$ cat config.mk
export PLATFORM = sky130hd
export DESIGN_NAME = alu_arbiter
export DESIGN_NICKNAME = d
export VERILOG_FILES = /design/src/rtl/alu_arbiter.sv
export SDC_FILE = /design/constraint.sdc
export NUM_CORES = 1
export LEC_CHECK = 0
export BUFFER_PORTS_ARGS = -buffer_cell sky130_fd_sc_hd__buf_2
export CAP_MARGIN = 20
export CORE_MARGIN = 2
export CORE_UTILIZATION = 28
export DETAILED_ROUTE_END_ITERATION = 7
export PLACE_DENSITY_LB_ADDON = 0.3
export SETUP_SLACK_MARGIN = 0.4
export SYNTH_ARGS = -nofsm -noshare
export SYNTH_HDL_FRONTEND = slang
export SYNTH_SLANG_ARGS = --single-unit
export TNS_END_PERCENT = 20
$ cat constraint.sdc
create_clock -name i_clk -period 2.1 [get_ports i_clk]
set_input_delay 0.525 -clock i_clk [delete_from_list [all_inputs] [get_ports i_clk]]
set_output_delay 0.525 -clock i_clk [all_outputs]
set_load 0.01 [all_outputs]
$ cat src/rtl/alu_arbiter.sv
// Two-port round-robin arbiter and sequencer in front of the shared ALU issue port.
// Optional WAIT_RSP watchdog is compiled in when ALU_ARB_TIMEOUT_EN is defined.
//
// state     | meaning
// IDLE      | no operation owned, grant on ALU not busy
// MAT_ISSUE | owner locked, issuing beats 2-8 of a matrix burst
// WAIT_RSP  | waiting for the expected result count
module alu_arbiter #(
  parameter int unsigned       INST_W   = 4,
  parameter int unsigned       DATA_W   = 16,
  parameter logic [INST_W-1:0] MAT_INST = 4'b1001
) (
  input  logic              i_clk,
  input  logic              i_rst_n,
  input  logic              i_req0_valid,
  input  logic              i_req1_valid,
  output logic              o_req0_ready,
  output logic              o_req1_ready,
  input  logic [INST_W-1:0] i_req0_inst,
  input  logic [INST_W-1:0] i_req1_inst,
  input  logic [DATA_W-1:0] i_req0_a,
  input  logic [DATA_W-1:0] i_req1_a,
  input  logic [DATA_W-1:0] i_req0_b,
  input  logic [DATA_W-1:0] i_req1_b,
  output logic              o_rsp0_valid,
  output logic              o_rsp1_valid,
  output logic [DATA_W-1:0] o_rsp_data,
  output logic              o_alu_valid,
  output logic [INST_W-1:0] o_alu_inst,
  output logic [DATA_W-1:0] o_alu_a,
  output logic [DATA_W-1:0] o_alu_b,
  input  logic              i_alu_busy,
  input  logic              i_alu_out_valid,
  input  logic [DATA_W-1:0] i_alu_data,
  output logic              o_timeout
);

  typedef enum logic [1:0] {
    IDLE      = 2'd0,
    MAT_ISSUE = 2'd1,
    WAIT_RSP  = 2'd2
  } state_t;

  state_t              state_q;
  logic                owner_q;
  logic                last_q;
  logic [2:0]          beat_cnt_q;
  logic [2:0]          beat_cnt_d;
  logic [3:0]          rsp_cnt_q;
  logic [3:0]          rsp_cnt_d;
  logic [3:0]          rsp_exp_q;
  logic                rsp0_valid_q;
  logic                rsp1_valid_q;
  logic [DATA_W-1:0]   rsp_data_q;

  logic                grant0;
  logic                grant1;
  logic                hs0;
  logic                hs1;
  logic                hs_any;
  logic [INST_W-1:0]   hs_inst;

  // Grants are suppressed while reset is asserted so no beat leaks into a reset edge.
  always_comb begin
    grant0 = 1'b0;
    grant1 = 1'b0;
    if (i_rst_n) begin
      unique case (state_q)
        IDLE: begin
          if (!i_alu_busy) begin
            if (i_req0_valid && i_req1_valid) begin
              grant0 = last_q;
              grant1 = ~last_q;
            end else begin
              grant0 = i_req0_valid;
              grant1 = i_req1_valid;
            end
          end
        end
        MAT_ISSUE: begin
          grant0 = ~owner_q;
          grant1 = owner_q;
        end
        default: begin
          grant0 = 1'b0;
          grant1 = 1'b0;
        end
      endcase
    end
  end

  assign hs0        = i_req0_valid & grant0;
  assign hs1        = i_req1_valid & grant1;
  assign hs_any     = hs0 | hs1;
  assign hs_inst    = hs1 ? i_req1_inst : i_req0_inst;
  assign beat_cnt_d = beat_cnt_q + 3'd1;
  assign rsp_cnt_d  = rsp_cnt_q + 4'd1;

  assign o_req0_ready = grant0;
  assign o_req1_ready = grant1;

  always_comb begin
    o_alu_valid = hs_any;
    o_alu_inst  = '0;
    o_alu_a     = '0;
    o_alu_b     = '0;
    if (hs0) begin
      o_alu_inst = i_req0_inst;
      o_alu_a    = i_req0_a;
      o_alu_b    = i_req0_b;
    end else if (hs1) begin
      o_alu_inst = i_req1_inst;
      o_alu_a    = i_req1_a;
      o_alu_b    = i_req1_b;
    end
    if (hs_any && (state_q == MAT_ISSUE)) begin
      o_alu_inst = MAT_INST;
    end
  end

`ifdef ALU_ARB_TIMEOUT_EN
  // Firing at count 62 puts the registered pulse 64 cycles after the issuing handshake.
  localparam logic [6:0] WDOG_LAST = 7'd62;
  logic [6:0] wdog_q;
  logic [6:0] wdog_d;
  logic       timeout_q;
  assign wdog_d    = wdog_q + 7'd1;
  assign o_timeout = timeout_q;
`else
  assign o_timeout = 1'b0;
`endif

  always_ff @(posedge i_clk) begin
    if (!i_rst_n) begin
      state_q      <= IDLE;
      owner_q      <= 1'b0;
      last_q       <= 1'b1;
      beat_cnt_q   <= '0;
      rsp_cnt_q    <= '0;
      rsp_exp_q    <= '0;
      rsp0_valid_q <= 1'b0;
      rsp1_valid_q <= 1'b0;
      rsp_data_q   <= '0;
`ifdef ALU_ARB_TIMEOUT_EN
      wdog_q       <= '0;
      timeout_q    <= 1'b0;
`endif
    end else begin
      rsp0_valid_q <= 1'b0;
      rsp1_valid_q <= 1'b0;
`ifdef ALU_ARB_TIMEOUT_EN
      timeout_q    <= 1'b0;
`endif
      unique case (state_q)
        IDLE: begin
          if (hs_any) begin
            owner_q   <= hs1;
            last_q    <= hs1;
            rsp_cnt_q <= '0;
`ifdef ALU_ARB_TIMEOUT_EN
            wdog_q    <= '0;
`endif
            if (hs_inst == MAT_INST) begin
              beat_cnt_q <= 3'd1;
              rsp_exp_q  <= 4'd8;
              state_q    <= MAT_ISSUE;
            end else begin
              rsp_exp_q  <= 4'd1;
              state_q    <= WAIT_RSP;
            end
          end
        end
        MAT_ISSUE: begin
          if (hs_any) begin
            beat_cnt_q <= beat_cnt_d;
            if (beat_cnt_q == 3'd7) begin
              state_q <= WAIT_RSP;
`ifdef ALU_ARB_TIMEOUT_EN
              wdog_q  <= '0;
`endif
            end
          end
        end
        WAIT_RSP: begin
          if (i_alu_out_valid) begin
            rsp_cnt_q    <= rsp_cnt_d;
            rsp_data_q   <= i_alu_data;
            rsp0_valid_q <= ~owner_q;
            rsp1_valid_q <= owner_q;
`ifdef ALU_ARB_TIMEOUT_EN
            wdog_q       <= '0;
`endif
            if (rsp_cnt_d == rsp_exp_q) begin
              state_q <= IDLE;
            end
          end
`ifdef ALU_ARB_TIMEOUT_EN
          else if (wdog_q == WDOG_LAST) begin
            timeout_q <= 1'b1;
            wdog_q    <= '0;
            state_q   <= IDLE;
          end else begin
            wdog_q    <= wdog_d;
          end
`endif
        end
        default: begin
          state_q <= IDLE;
        end
      endcase
    end
  end

  assign o_rsp0_valid = rsp0_valid_q;
  assign o_rsp1_valid = rsp1_valid_q;
  assign o_rsp_data   = rsp_data_q;

endmodule
Yosys cells after proc, flatten, opt, wreduce, memory -nomap -nowiden
Index checks and enable logic that the tools add are counted.
Storage, ports and cells
  bits in registers: 33
  input port bits: 94
  output and inout port bits: 58
  logic and storage cells: 69
Cells by class
  reduce and logical (&&, ||, !) cells: 11
  eq/ne operators: 11
  multiplexer cells: 31
  $add $sub $neg: 2
  bitwise gates (word level): 5
Operator list (number)
  2-to-1 mux 16 bit: 4
  2-to-1 mux 4 bit: 7
  2-to-1 mux 2 bit: 6
  inequality test 2 bit, second input constant: 5
  2-to-1 mux 3 bit: 3
  case mux 4 bit (2 select lines): 1
  2-to-1 mux 1 bit: 6
  case mux 2 bit (3 select lines): 1
  case mux 3 bit (2 select lines): 1
  AND reduction 3 bit: 2
  AND reduction 5 bit: 1
  adder 4 x 1 -> 4 bit, second input constant: 1
  == test 4 bit: 1
  == test 4 bit, second input constant: 1
  case mux 1 bit (2 select lines): 2
  AND reduction 2 bit: 2
  AND reduction 4 bit: 1
  nonzero test 2 bit: 2
  adder 3 x 1 -> 3 bit, second input constant: 1
  == test 3 bit, second input constant: 1
  bitwise AND 1 bit: 2
  == test 2 x 1 -> 1 bit, second input constant: 1
  == test 2 bit, second input constant: 1
  logical AND 1 bit: 2
  other kinds (4): 5

Depth between registers and ports, before layout
  depth after elaboration: 11
  gate-level depth with buffers: 7
  gate-level depth less buffers: 6

Least setup slack after synthesis
OpenSTA, ideal clock, no wires.
  path type: input -> output
  from: input i_alu_busy
  to: output o_alu_a[0]
  slack: 0.006 ns
  data required time: 1.575 ns
  path buffers: 2
  data arrival time: 1.569 ns
  cell stages on the path: 6
  cell sequence: or3_1 > o22ai_1 > and2b_1 > buf_6 > buf_8 > a22o_1
On the way
  word-level cells in the longest chain between the ends: 6
  elaborated cells on any way between the ends: 10
  those cells by class: 8 x mux; 2 x bitwise
RTL lines
  start: declaration: RTL line 32  | input logic i_alu_busy,
  2-to-1 mux 1 bit: RTL line 70  | if (!i_alu_busy) begin
  case mux 1 bit (2 select lines): RTL line 68  | unique case (state_q)
  2-to-1 mux 1 bit: RTL line 67  | if (i_rst_n) begin
  bitwise AND 1 bit: RTL line 93  | assign hs1 = i_req1_valid & grant1;
  2-to-1 mux 16 bit: RTL line 111  | end else if (hs1) begin
  2-to-1 mux 16 bit (*): RTL line 107  | if (hs0) begin
  end: declaration: RTL line 30  | output logic [DATA_W-1:0] o_alu_a,
Every way passes the cells marked *; elsewhere a longest branch is shown, timed or not.

Worst setup path in the final report
  from: register state_q[0]
  to: output o_alu_a[1]
On the way
  word-level cells in the longest chain between the ends: 6
  elaborated cells on any way between the ends: 10
  those cells by class: 1 x eq/ne; 6 x mux; 2 x bitwise; 1 x reduce/logical
RTL lines
  start: declaration: RTL line 44  | state_t state_q;
  start signal: assignment: RTL line 135  | state_q <= IDLE;
  start signal: assignment: RTL line 166  | state_q <= MAT_ISSUE;
  start signal: assignment: RTL line 169  | state_q <= WAIT_RSP;
  == test 2 x 1 -> 1 bit / zero test 2 bit (equally long branches): RTL line 68
  case mux 1 bit (2 select lines): RTL line 68
  2-to-1 mux 1 bit: RTL line 67
  bitwise AND 1 bit: RTL line 93
  2-to-1 mux 16 bit: RTL line 111
  2-to-1 mux 16 bit (*): RTL line 107
Marks and branches as above.

==> summary.txt <==
Outcome
  – Status: finished, violations left
  – Violated checks: setup timing

Logic synthesis
  – Most used DFF post-synth: dfxtp_1
  – Cells after synthesis: 223
  – Netlist cell types: 50
  – Yosys warnings: 0
  – Cell taking the most area after synthesis: dfxtp_1
  – Cell with the most instances after synthesis: nand2_1
  – Synth area leaders: dfxtp_1 32%, a22o_1 15%, a21boi_0 7.6%
  – Syn Area/Cell: 8.81 um2
  – Sequential fraction of the synthesis area: 31.6%
  – Yosys reg bits: 31
  – Ys async rst share: 0%
  – Synth cell count leaders: 40 x nand2_1, 34 x a22o_1, 31 x dfxtp_1
  – Post-synth EDFFs: 0
  – Synth Cell Area: 1970 um2
  – Mapped Nets: 320
  – Top-area cell type share of the netlist area: 31.6%

Route
  – DRT Pass-1 Iters: 4
  – Number of vias per cell: 4.61
  – Via count: 2229
  – Residual DRC: 0
  – 1st-iter DRT viols: 57
  – Post-Route WL: 6130 um
  – WL/cell: 12.7 um
  – Routed Antenna Nets: 0

Worst setup path
  – Slowest CP cell: or3_4
  – CP max FO: 32
  – Critical path type: flop to output pin
  – CP arrival: 1.83 ns
  – Critical-path cell list: or3_4, o22ai_2, and2b_2, buf_12, a22o_1, buf_2
  – Crit path launch: state_q[0]
  – Slowest stage delay, CP: 0.39 ns
  – WP depth: 6
  – WP data required: 1.57 ns
  – CP Buf/Inv Count: 2
  – Worst Setup End Kind: output pin
  – Worst Reg2Reg Path Length in Cells: 8
  – R2R Path Start: state_q[0]
  – Worst setup SP type: flop
  – Family with the most delay on the worst path: simple AND/OR/NAND/NOR gates

Global routing
  – Global Route Usage Sum: 14.5%
  – Largest net degree at the start of global routing: 33
  – Vias in the first global route: 1943
  – Grt total ovfl: 0
  – Initial antenna violation count: 0
  – Global-route wire length before repair: 8850 um

Final layout
  – Share of layout cells above drive strength 1: 52.6%
  – Area grow syn2layout: 54.7%
  – Core Util, Final: 44.8%
  – Fin nets: 484
  – Antenna cells: 0
  – Fillcell total: 681

CTS
  – CTS Root Cell: clkbuf_8
  – Clk_lat worst skew: 0.28 ns
  – Worst-path clk slew: 0.06 ns
  – CTS tree: yes
  – H-Tree Depth: 2
  – CTS Buffer Depth: 2
  – Post-CTS setup buffers: 0
  – Inserted Clock Buffers: 5
  – Clk sinks: 31

Place
  – RD Place Congestion: 0.732
  – DP HPWL: 4900 um
  – I/O Buffers: 150
  – Post-Place Worst Slack: -0.249 ns

Power and ir drop
  – Lkg Pwr: 1.51 nW
  – Pwr Density: 488 nW/um2
  – Final Total Pwr: 1.48 mW
  – Worst ir drop on vdd: 0.348 mV

Worst hold path
  – Hold Crit Depth: 2
  – Hold Startpoint: o_rsp_data[13]
  – Hold crit path type: flop to flop

Floorplanning
  – Initial Util: 28.9%
  – Die span in y: 87.8 um
  – Die X-Extent: 87.8 um
  – # rows: 30
  – IO Pins: 152
  – Core region area: 6790 um2
  – Die ar.: 7710 um2

STA
  – Setup Skew: 0.00297 ns
  – Final hold vios: 0
  – Endpoints failing setup: 37
  – F_max: 425 MHz
  – Final setup margin: -0.255 ns
  – Final Cycle Share: 112%
  – Post-route minimum period: 2.35 ns
  – Final Max Slew Viols: 0
  – Unrepaired setup endpoints after global routing: true

Run
  – Max Cap Viol: 0
[cell type report]
class | instances | area [um2] | share of cell area (%)
Multi-Input combinational cell | 173 | 1220 | 40.1
Timing Repair Buffer | 174 | 970 | 31.9
Inverter | 2 | 7.51 | 0.247
Clock buffer | 8 | 100 | 3.29
Tap cell | 96 | 120 | 3.95
Sequential cell | 31 | 623 | 20.5
[timing repair]
item | in CTS | in global routing
pin swaps | 5 | 2
endpoints found under the setup margin | 45 | 46
hold buffers | 0 | 0
gates resized for setup | 13 | 4
[worst min-delay path, stage by stage, from the launching register on]
cell	delay, ns
dfxtp_1	0.31
nand2_1	0.04
a21boi_0	0.06
[power breakdown]
| group | internal (mW) | switching, mW | leakage [nW] |
|---|---|---|---|
| sequential | 0.605 | 0.0119 | 0.251 |
| clock | 0.299 | 0.210 | 0.0515 |
| combinational | 0.188 | 0.170 | 1.21 |
| total | 1.09 | 0.392 | 1.51 |
[sequential cells by signal (all words and copies together) (netlist names)]
name	count
rsp_cnt_q	4
last_q	1
beat_cnt_q	3
o_rsp_data	16
rsp_exp_q	2
owner_q	1
state_q	2
o_rsp0_valid	1
o_rsp1_valid	1
[through the flow]
stage / hold slack (ns) / area, um2 / TNS, ns / instances
after floorplan: 0.446 / 1970 / 0 / 223
after global placement: 0.447 / 2880 / -7.66 / 476
after detailed placement: 0.453 / 2880 / -8.30 / 476
after CTS: 0.462 / 3030 / -8.99 / 484
after global routing: 0.489 / 3040 / -12.64 / 484
final: 0.459 / 3040 / -8.45 / 484
[cells by family after synthesis]
group	Yosys count	synth area share, %
and+or+nand+nor	83	21.2
adders and majority gates	3	1.91
other	1	0.191
AOI/OAI and AO/OA	78	32.4
xor gates and xnor gates	4	1.78
buffers and inverters	19	8.85
DFF	31	31.6
muxes	4	2.10
[layer usage]
metal	GRT usage (%)	vias to the layer above	part of all wire (%)
met3	3.77	4	6.6
met1	16.3	1009	40
met4	2.94	0	0.75
met2	27.4	80	53
li1	-	1136	-
met5	0	-	0
[final timing paths]
| kind | endpoint | slack, ns |
|---|---|---|
| max | o_alu_a[1] | -0.25 |
| max reg2reg | beat_cnt_q[2] | 0.25 |
| min | o_rsp_data[13] | 0.46 |
| min reg2reg | o_rsp_data[13] | 0.46 |
[placed cells by master, fill, tap and decap left out, drive strengths merged]
cell type / instances
a2111oi: 1
a21boi: 21
a21oi: 8
a22o: 34
a22oi: 4
a31o: 1
and2b: 5
and3: 1
buf: 174
clkbuf: 8
conb: 1
dfxtp: 31
ha: 3
inv: 2
mux2: 1
mux2i: 3
nand2: 40
nand2b: 2
nand3: 3
nand4: 3
nand4b: 1
nor2: 15
nor2b: 3
nor3: 2
nor3b: 2
nor4: 1
nor4b: 1
o211ai: 1
o21a: 2
o21ai: 3
o22ai: 1
o311ai: 1
o31ai: 1
or2: 1
or2b: 1
or3: 2
xnor2: 3
xor2: 1
Note: power is estimated with default switching activity, not from simulation.
